--- src/rtl/uart_tx_fifo.sv ---
// UART transmitter with an on-block TX FIFO, run-time divisor and stop-bit count.
// Optional parity bit when UART_TX_PARITY_EN is defined (adds par_en / par_odd ports).
module uart_tx_fifo #(
  parameter int DATA_W = 8,
  parameter int DEPTH  = 16,
  parameter int DIV_W  = 16
) (
  input  logic                       clk,
  input  logic                       rst,
  input  logic                       wr_valid,
  input  logic [DATA_W-1:0]          wr_data,
  output logic                       wr_ready,
  input  logic [DIV_W-1:0]           div,
  input  logic                       stop2,
`ifdef UART_TX_PARITY_EN
  input  logic                       par_en,
  input  logic                       par_odd,
`endif
  output logic                       txd,
  output logic                       busy,
  output logic [$clog2(DEPTH):0]     level
);

  // state    | meaning
  // S_IDLE   | line high, waiting for a queued byte
  // S_START  | start bit (low) for one bit period
  // S_DATA   | DATA_W data bits, LSB first
  // S_PARITY | optional parity bit
  // S_STOP   | one or two stop bits (high)
  typedef enum logic [2:0] {
    S_IDLE,
    S_START,
    S_DATA,
`ifdef UART_TX_PARITY_EN
    S_PARITY,
`endif
    S_STOP
  } state_t;

  localparam int AW = $clog2(DEPTH);
  localparam int LW = AW + 1;
  localparam int BW = (DATA_W > 1) ? $clog2(DATA_W) : 1;

  logic [DATA_W-1:0] mem [DEPTH];
  logic [AW-1:0]     wptr, rptr;
  logic [LW-1:0]     level_n;
  logic              push, pop, full;
  logic [DATA_W-1:0] head;

  state_t            state, state_n;
  logic [DIV_W-1:0]  tick, tick_n, div_l, div_l_n;
  logic [BW-1:0]     bit_cnt, bit_cnt_n;
  logic [DATA_W-1:0] sh, sh_n;
  logic              stop2_l, stop2_l_n, stop_cnt, stop_cnt_n;
  logic              txd_n, load, tick_done;
`ifdef UART_TX_PARITY_EN
  logic              par_en_l, par_en_l_n, par_bit, par_bit_n;
`endif

  assign full     = (level == LW'(DEPTH));
  assign wr_ready = ~full;
  assign push     = wr_valid & ~full;
  assign head     = mem[rptr];

  always_comb begin
    level_n = level;
    case ({push, pop})
      2'b10:   level_n = level + LW'(1);
      2'b01:   level_n = level - LW'(1);
      default: level_n = level;
    endcase
  end

  always_ff @(posedge clk) begin
    if (push) mem[wptr] <= wr_data;
  end

  always_ff @(posedge clk) begin
    if (rst) begin
      wptr  <= '0;
      rptr  <= '0;
      level <= '0;
    end else begin
      if (push) wptr <= wptr + AW'(1);
      if (pop)  rptr <= rptr + AW'(1);
      level <= level_n;
    end
  end

  assign tick_done = (tick == div_l);

  always_comb begin
    state_n    = state;
    tick_n     = tick;
    div_l_n    = div_l;
    bit_cnt_n  = bit_cnt;
    sh_n       = sh;
    stop2_l_n  = stop2_l;
    stop_cnt_n = stop_cnt;
    txd_n      = txd;
    load       = 1'b0;
    pop        = 1'b0;
`ifdef UART_TX_PARITY_EN
    par_en_l_n = par_en_l;
    par_bit_n  = par_bit;
`endif
    case (state)
      S_IDLE: begin
        txd_n = 1'b1;
        load  = (level != '0);
      end
      S_START: begin
        if (tick_done) begin
          tick_n    = '0;
          txd_n     = sh[0];
          sh_n      = {1'b0, sh[DATA_W-1:1]};
          bit_cnt_n = '0;
          state_n   = S_DATA;
        end else begin
          tick_n = tick + DIV_W'(1);
        end
      end
      S_DATA: begin
        if (tick_done) begin
          tick_n = '0;
          if (bit_cnt == BW'(DATA_W - 1)) begin
            bit_cnt_n  = '0;
            txd_n      = 1'b1;
            stop_cnt_n = 1'b0;
            state_n    = S_STOP;
`ifdef UART_TX_PARITY_EN
            if (par_en_l) begin
              txd_n   = par_bit;
              state_n = S_PARITY;
            end
`endif
          end else begin
            bit_cnt_n = bit_cnt + BW'(1);
            txd_n     = sh[0];
            sh_n      = {1'b0, sh[DATA_W-1:1]};
          end
        end else begin
          tick_n = tick + DIV_W'(1);
        end
      end
`ifdef UART_TX_PARITY_EN
      S_PARITY: begin
        if (tick_done) begin
          tick_n     = '0;
          txd_n      = 1'b1;
          stop_cnt_n = 1'b0;
          state_n    = S_STOP;
        end else begin
          tick_n = tick + DIV_W'(1);
        end
      end
`endif
      S_STOP: begin
        if (tick_done) begin
          tick_n = '0;
          if (stop2_l && !stop_cnt) begin
            stop_cnt_n = 1'b1;
          end else if (level != '0) begin
            load = 1'b1;
          end else begin
            txd_n   = 1'b1;
            state_n = S_IDLE;
          end
        end else begin
          tick_n = tick + DIV_W'(1);
        end
      end
      default: begin
        txd_n   = 1'b1;
        state_n = S_IDLE;
      end
    endcase

    // Frame start: pop the head and freeze the run-time settings for this frame.
    if (load) begin
      pop       = 1'b1;
      sh_n      = head;
      div_l_n   = (div == '0) ? DIV_W'(1) : div;
      stop2_l_n = stop2;
      tick_n    = '0;
      txd_n     = 1'b0;
      state_n   = S_START;
`ifdef UART_TX_PARITY_EN
      par_en_l_n = par_en;
      par_bit_n  = par_odd ? ~^head : ^head;
`endif
    end
  end

  always_ff @(posedge clk) begin
    if (rst) begin
      state    <= S_IDLE;
      tick     <= '0;
      div_l    <= DIV_W'(1);
      bit_cnt  <= '0;
      sh       <= '0;
      stop2_l  <= 1'b0;
      stop_cnt <= 1'b0;
      txd      <= 1'b1;
      busy     <= 1'b0;
`ifdef UART_TX_PARITY_EN
      par_en_l <= 1'b0;
      par_bit  <= 1'b0;
`endif
    end else begin
      state    <= state_n;
      tick     <= tick_n;
      div_l    <= div_l_n;
      bit_cnt  <= bit_cnt_n;
      sh       <= sh_n;
      stop2_l  <= stop2_l_n;
      stop_cnt <= stop_cnt_n;
      txd      <= txd_n;
      busy     <= (state_n != S_IDLE) | (level_n != '0);
`ifdef UART_TX_PARITY_EN
      par_en_l <= par_en_l_n;
      par_bit  <= par_bit_n;
`endif
    end
  end

endmodule

--- config.mk ---
export PLATFORM = sky130hd
export DESIGN_NAME = uart_tx_fifo
export DESIGN_NICKNAME = d
export VERILOG_FILES = /design/src/rtl/uart_tx_fifo.sv
export SDC_FILE = /design/constraint.sdc
export NUM_CORES = 1
export LEC_CHECK = 0
export BUFFER_PORTS_ARGS = -buffer_cell sky130_fd_sc_hd__clkbuf_2
export CAP_MARGIN = 20
export CORE_MARGIN = 2
export CORE_UTILIZATION = 55
export DETAILED_ROUTE_END_ITERATION = 12
export PLACE_DENSITY_LB_ADDON = 0.05
export SLEW_MARGIN = 10
export SYNTH_ARGS = -nofsm -noshare
export SYNTH_HDL_FRONTEND = slang
export SYNTH_SLANG_ARGS = --single-unit
--- constraint.sdc ---
create_clock -name clk -period 9 [get_ports clk]
set_input_delay 0.9 -clock clk [delete_from_list [all_inputs] [get_ports clk]]
set_output_delay 0.9 -clock clk [all_outputs]
set_load 0.01 [all_outputs]
* After elaboration in Yosys (flattened, before gate mapping)
Memories as Yosys holds them, arrays and structs flattened. A register that Yosys moved wholly into a read port is not among the register bits.
Cells that the tools add are included.
** Cells by class
- Equal/unequal tests :: 19
- Muxes and demuxes :: 42
- Reduce and logical (&&, ||, !) cells :: 16
- Bitwise gates (word level) :: 3
- Add/subtract/negate cells :: 6
** Operators by type and width (count)
- 16-bit two-way mux :: 2
- 8-bit two-way mux :: 4
- 3-bit two-way mux :: 10
- 3-bit != test, second input constant :: 6
- 1-bit two-way mux :: 17
- 16-bit by 1-bit adder with 16-bit output, second input constant :: 1
- 16-bit equality test :: 1
- 16-bit logical NOT :: 1
- 8-bit case mux with 2 select lines :: 1
- 3-bit case mux with 4 select lines :: 1
- 2-bit != test, second input constant :: 5
- 5-bit case mux with 2 select lines :: 1
- 5-bit AND reduction :: 2
- 5-bit nonzero test :: 2
- 4-bit by 1-bit adder with 4-bit output, second input constant :: 2
- 4-bit two-way mux :: 2
- 3-bit by 2-bit equality test with 1-bit output, second input constant :: 2
- 3-bit case mux with 2 select lines :: 1
- 3-bit nonzero test :: 2
- 5-bit by 1-bit adder with 5-bit output, second input constant :: 1
- 5-bit equality test, second input constant :: 1
- 5-bit by 1-bit subtractor with 5-bit output, second input constant :: 1
- 1-bit case mux with 2 select lines :: 2
- 4-bit AND reduction :: 1
- other kinds (16) :: 17
** Word-level totals
- Memories kept :: 1
- Output and inout bits :: 8
- Input port bits :: 28
- Register bits after elaboration :: 63
- Memory bits (writable) :: 128
** Memories
- mem :: words 16, bits a word 8, read ports 1, clocked after Yosys merged registers in 1, write ports 1, line 44 : logic [DATA_W-1:0] mem [DEPTH];

* Longest topological paths before layout
- Depth after elaboration :: 10
- Gate-level depth with buffers :: 18

* Least setup slack after synthesis
No wires, ideal clock.
- Path kind :: register -> register
- Start point :: register level[1]
- End point :: register busy
- Buffers on the path :: 4
- Setup time :: 0.138 ns
- Cell stages (with the launch flop) :: 19
- Arrival :: 3.361 ns
- Required time :: 8.862 ns
- Clock period less this slack :: 3.499 ns
- Setup slack :: 5.501 ns
- Cell sequence :: dfxtp_1 > buf_6 > or4_4 > nor2_4 > nor3_1 > a21oi_4 > inv_2 > buf_6 > buf_6 > ha_1 > clkbuf_1 > xor2_1 > ha_1 > a21o_1 > a22oi_1 > o21a_1 > nor3_1 > nor4b_1 > a41oi_1
** Between the ends
- Cells in the longest elaborated chain, start to end :: 10
- Elaborated cells on any way between the ends :: 22
** RTL lines
- start, declared :: line 21 : output logic [$clog2(DEPTH):0] level
- start signal, assigned :: line 86 : level <= level_n;
- 5-bit nonzero test :: line 110, 163
- 1-bit two-way mux :: line 163 : end else if (level != '0) begin
- 1-bit two-way mux :: line 161 : if (stop2_l && !stop_cnt) begin
- 1-bit two-way mux :: line 159 : if (tick_done) begin
- 1-bit case mux with 2 select lines :: line 107 : case (state)
- 1-bit two-way mux :: line 180 : if (load) begin
- 2-bit by 1-bit equality test with 1-bit output / 2-bit equality test (equally long branches) :: line 67 : case ({push, pop})
- 5-bit case mux with 2 select lines :: line 67
- 5-bit nonzero test :: line 219 : busy <= (state_n != S_IDLE) | (level_n != '0);
- 1-bit OR (*) :: line 219
- end signal, assigned :: line 219
- end, declared :: line 20 : output logic busy,
Mark *: on every way between the ends. The rest lies on a longest branch, timed or not.
A chain may end at the register's enable or synchronous reset.

* Worst setup path in the final report
Same ends and word-level chain as after synthesis.

==> impl_metrics.json <==
{
  "outcome": "completed",
  "port_buffers": 35,
  "dieHeight_um": 126,
  "die_area_um2": 15800,
  "grt_pass1_vias": 4657,
  "clk_latency_ps": 430,
  "synth-main-ff-cell": "edfxtp_1",
  "path_clk_slew_ps": 70,
  "worst-setup-path-type": "register to register",
  "crit_arrival_ps": 4810,
  "initial_core_util_pct": 56.2,
  "drt-total-wl_um": 15100,
  "rows": 44,
  "clockBufferDepth": 2,
  "max_stage_delay_ps": 720,
  "grt_start_max_net_pins": 52,
  "ys_seq_area_share_pct": 63.7,
  "synth_nets": 617,
  "cts_resized": 0,
  "place.gp.congestion": 0.848,
  "met2_length_um": 7810,
  "grt_pass1_wl_um": 24700,
  "hpwlAfterDp_um": 10200,
  "path_cells": "or4_4 > nor2_4 > nor3_1 > a21oi_4 > inv_2 > ha_1 > xor2_1 > ha_1 > a21o_1 > a22oi_1 > o21a_1 > o21a_1 > nor4b_1 > a41oi_1",
  "ctsHoldBuffers": 0,
  "fmaxAchievable_mhz": 221,
  "nets": 644,
  "wl_met1_um": 6620,
  "post-cts-setup-buffers": 0,
  "wl_met3_um": 525,
  "syn_area_um2": 8130,
  "worst_setup_path_start_kind": "register",
  "cap_violations": 0,
  "ant_nets": 0,
  "cp_max_fo": 36,
  "yosysWarnings": 0,
  "core_um2": 14500,
  "dr.pass1.iters": 4,
  "fin_hold_ws_ps": 454,
  "hold_violations": 0,
  "tightestPinTransition_ps": 919,
  "max-vdd-ir-drop_mv": 0.276,
  "powerDensity_nw_per_um2": 273,
  "grt_overflow_total": 0,
  "synth.distinct_cells": 57,
  "pre_cts_slack_ps": 4530,
  "finalClockSkew_ps": 8.40,
  "htree_levels": 4,
  "n_fill_cell": 1107,
  "route.vias.total": 4593,
  "p_leak_nw": 2.99,
  "yosys-top-cells-area": "edfxtp_1, dfxtp_1, mux4_2",
  "drt_iter0_drc": 313,
  "drive_gt1_share_pct": 21.4,
  "syn2layout_area_growth_pct": 11.2,
  "vias_per_cell": 5.73,
  "async_flop_share_pct": 0,
  "drc": 0,
  "crit_path_top_delay_cell": "a21oi_4",
  "fin_util_pct": 62.5,
  "tritoncts": "done",
  "grt.total_usage_pct": 20.5,
  "ioPinCount": 36,
  "endpoint_kind": "register",
  "cts_buffers": 17,
  "top_layer_used": "met4",
  "setup_tns_ps": 0,
  "syn_inst": 578,
  "fin_ws_ps": 4470,
  "synth_seq_cells": 195,
  "antenna_found_initial": 0,
  "antenna_cells": 0,
  "synth_top_area_share_pct": 47.3,
  "relSlewSlack_pct": 38.5,
  "avgSynthCellArea_um2": 14.1,
  "cts_sinks": 195,
  "detail_route.wl_per_cell_um": 18.8,
  "synth_top_cell_by_area": "edfxtp_1",
  "synth-edff-count": 128,
  "finalCritPeriodShare_pct": 50.3,
  "drv_slew": 0,
  "crit_required_ps": 9290,
  "rsz0062_at_grt": "false",
  "root_buffer": "clkbuf_16",
  "post-route-min-period_ps": 4530,
  "setup_viol_count_final": 0,
  "hp-class": "register to register",
  "holdPathStages": 2,
  "rr_worst_depth": 14,
  "dieWidth_um": 126
}
[routing by layer]
metal / GRT usage [%] / vias to the layer above
met3: 4.67 / 10
met1: 26.8 / 2290
met2: 34.7 / 79
met4: 6.08 / 0
met5: 0 / -
li1: - / 2214
[worst paths after layout]
path / startpoint / endpoint / slack [ps]
setup / recovery: level[1] / busy / 4470
hold / removal: stop2_l / stop2_l / 450
setup reg to reg: level[1] / busy / 4470
hold reg to reg: stop2_l / stop2_l / 450
[per-stage QoR]
stage | cell area [µm²] | std cells | total power [mW]
after floorplan | 8130 | 578 | 1.58
after global placement | 8430 | 770 | 1.68
after detailed placement | 8430 | 770 | 1.70
after CTS | 9040 | 802 | 2.49
after global routing | 9040 | 802 | 2.59
final | 9040 | 802 | 2.46
[sequential cells by signal (all words and copies together) (netlist names), named ones only]
name / cells
sh: 8
busy: 1
stop2_l: 1
bit_cnt: 3
wptr: 4
tick: 16
txd: 1
mem: 128
div_l: 16
level: 5
rptr: 4
stop_cnt: 1
state: 3
[critical path, delay by kind of cell (launching register included)]
family	cells	cell delay [ps]
AO/OA/AOI/OAI	6	1500
AND/OR/NAND/NOR	4	1150
adder cells (fa/ha/maj)	2	660
buffers and inverters	1	480
flip-flops	1	400
XOR/XNOR	1	180
[area by class of cell]
class,instances,area (µm²),share of cell area (%)
flip-flops and latches,195,5190,57.3
repair buffers,43,235,2.60
clock inverters,15,193,2.13
clock buffers,17,425,4.70
multi-input cells,341,2750,30.4
well taps,184,230,2.55
inverters,7,26.3,0.291
[power breakdown]
group	switching, mW	total, mW	leakage (nW)	internal (mW)
sequential	0.0737	1.11	1.70	1.04
clock	0.339	0.785	0.307	0.446
combinational	0.328	0.567	0.981	0.240
total	0.740	2.46	2.99	1.72
[kinds of logic (layout without fill, tap and decap cells)]
kind of cell | after synthesis | after routing | share of synthesized area [%]
compound gates | 64 | 64 | 5.20
flops | 195 | 195 | 63.7
simple gates | 181 | 181 | 11.0
buf+inv | 42 | 82 | 2.48
other cells | 1 | 1 | 0.0461
fa+ha+maj | 11 | 11 | 1.69
xor+xnor | 39 | 39 | 4.20
mux | 45 | 45 | 11.7
[Yosys cell counts, drive strengths merged (2+ instances only)]
master    n
o21a      2
a21oi    30
buf      18
nand2    56
a22oi     5
clkbuf   17
a211oi    4
edfxtp  128
o21ai     5
nand3    17
o21ba     2
dfxtp    67
a211o     2
a221oi    2
mux2i     5
a21o      2
or3       2
mux4     40
a31oi     4
xor2     13
nor2     54
and2      2
o21bai    2
inv       7
nor2b     5
nand2b    4
nand4    13
nor4      6
xnor2    26
or4       2
nor3     14
ha       11
[layout by cell type (no fill, tap or decap), types with 3 or more instances in the layout]
cell type and n:
o21ai_0 4, nor2_1 53, a211oi_1 3, inv_6 3, mux4_2 40, nor3_1 10, inv_8 4, buf_4 8
nand3_1 16, nor2b_1 5, mux2i_1 5, bufinv_16 3, nand4_1 13, nand2b_1 4, edfxtp_1 128, a22oi_1 5
nand2_1 56, nor4_1 4, xnor2_1 26, clkbuf_2 35, a21oi_1 29, inv_1 6, a31oi_1 4, xor2_1 13
dfxtp_1 66, clkbuf_16 17, nor3_2 4, ha_1 11
No activity file was read; power rests on OpenSTA's default activity.
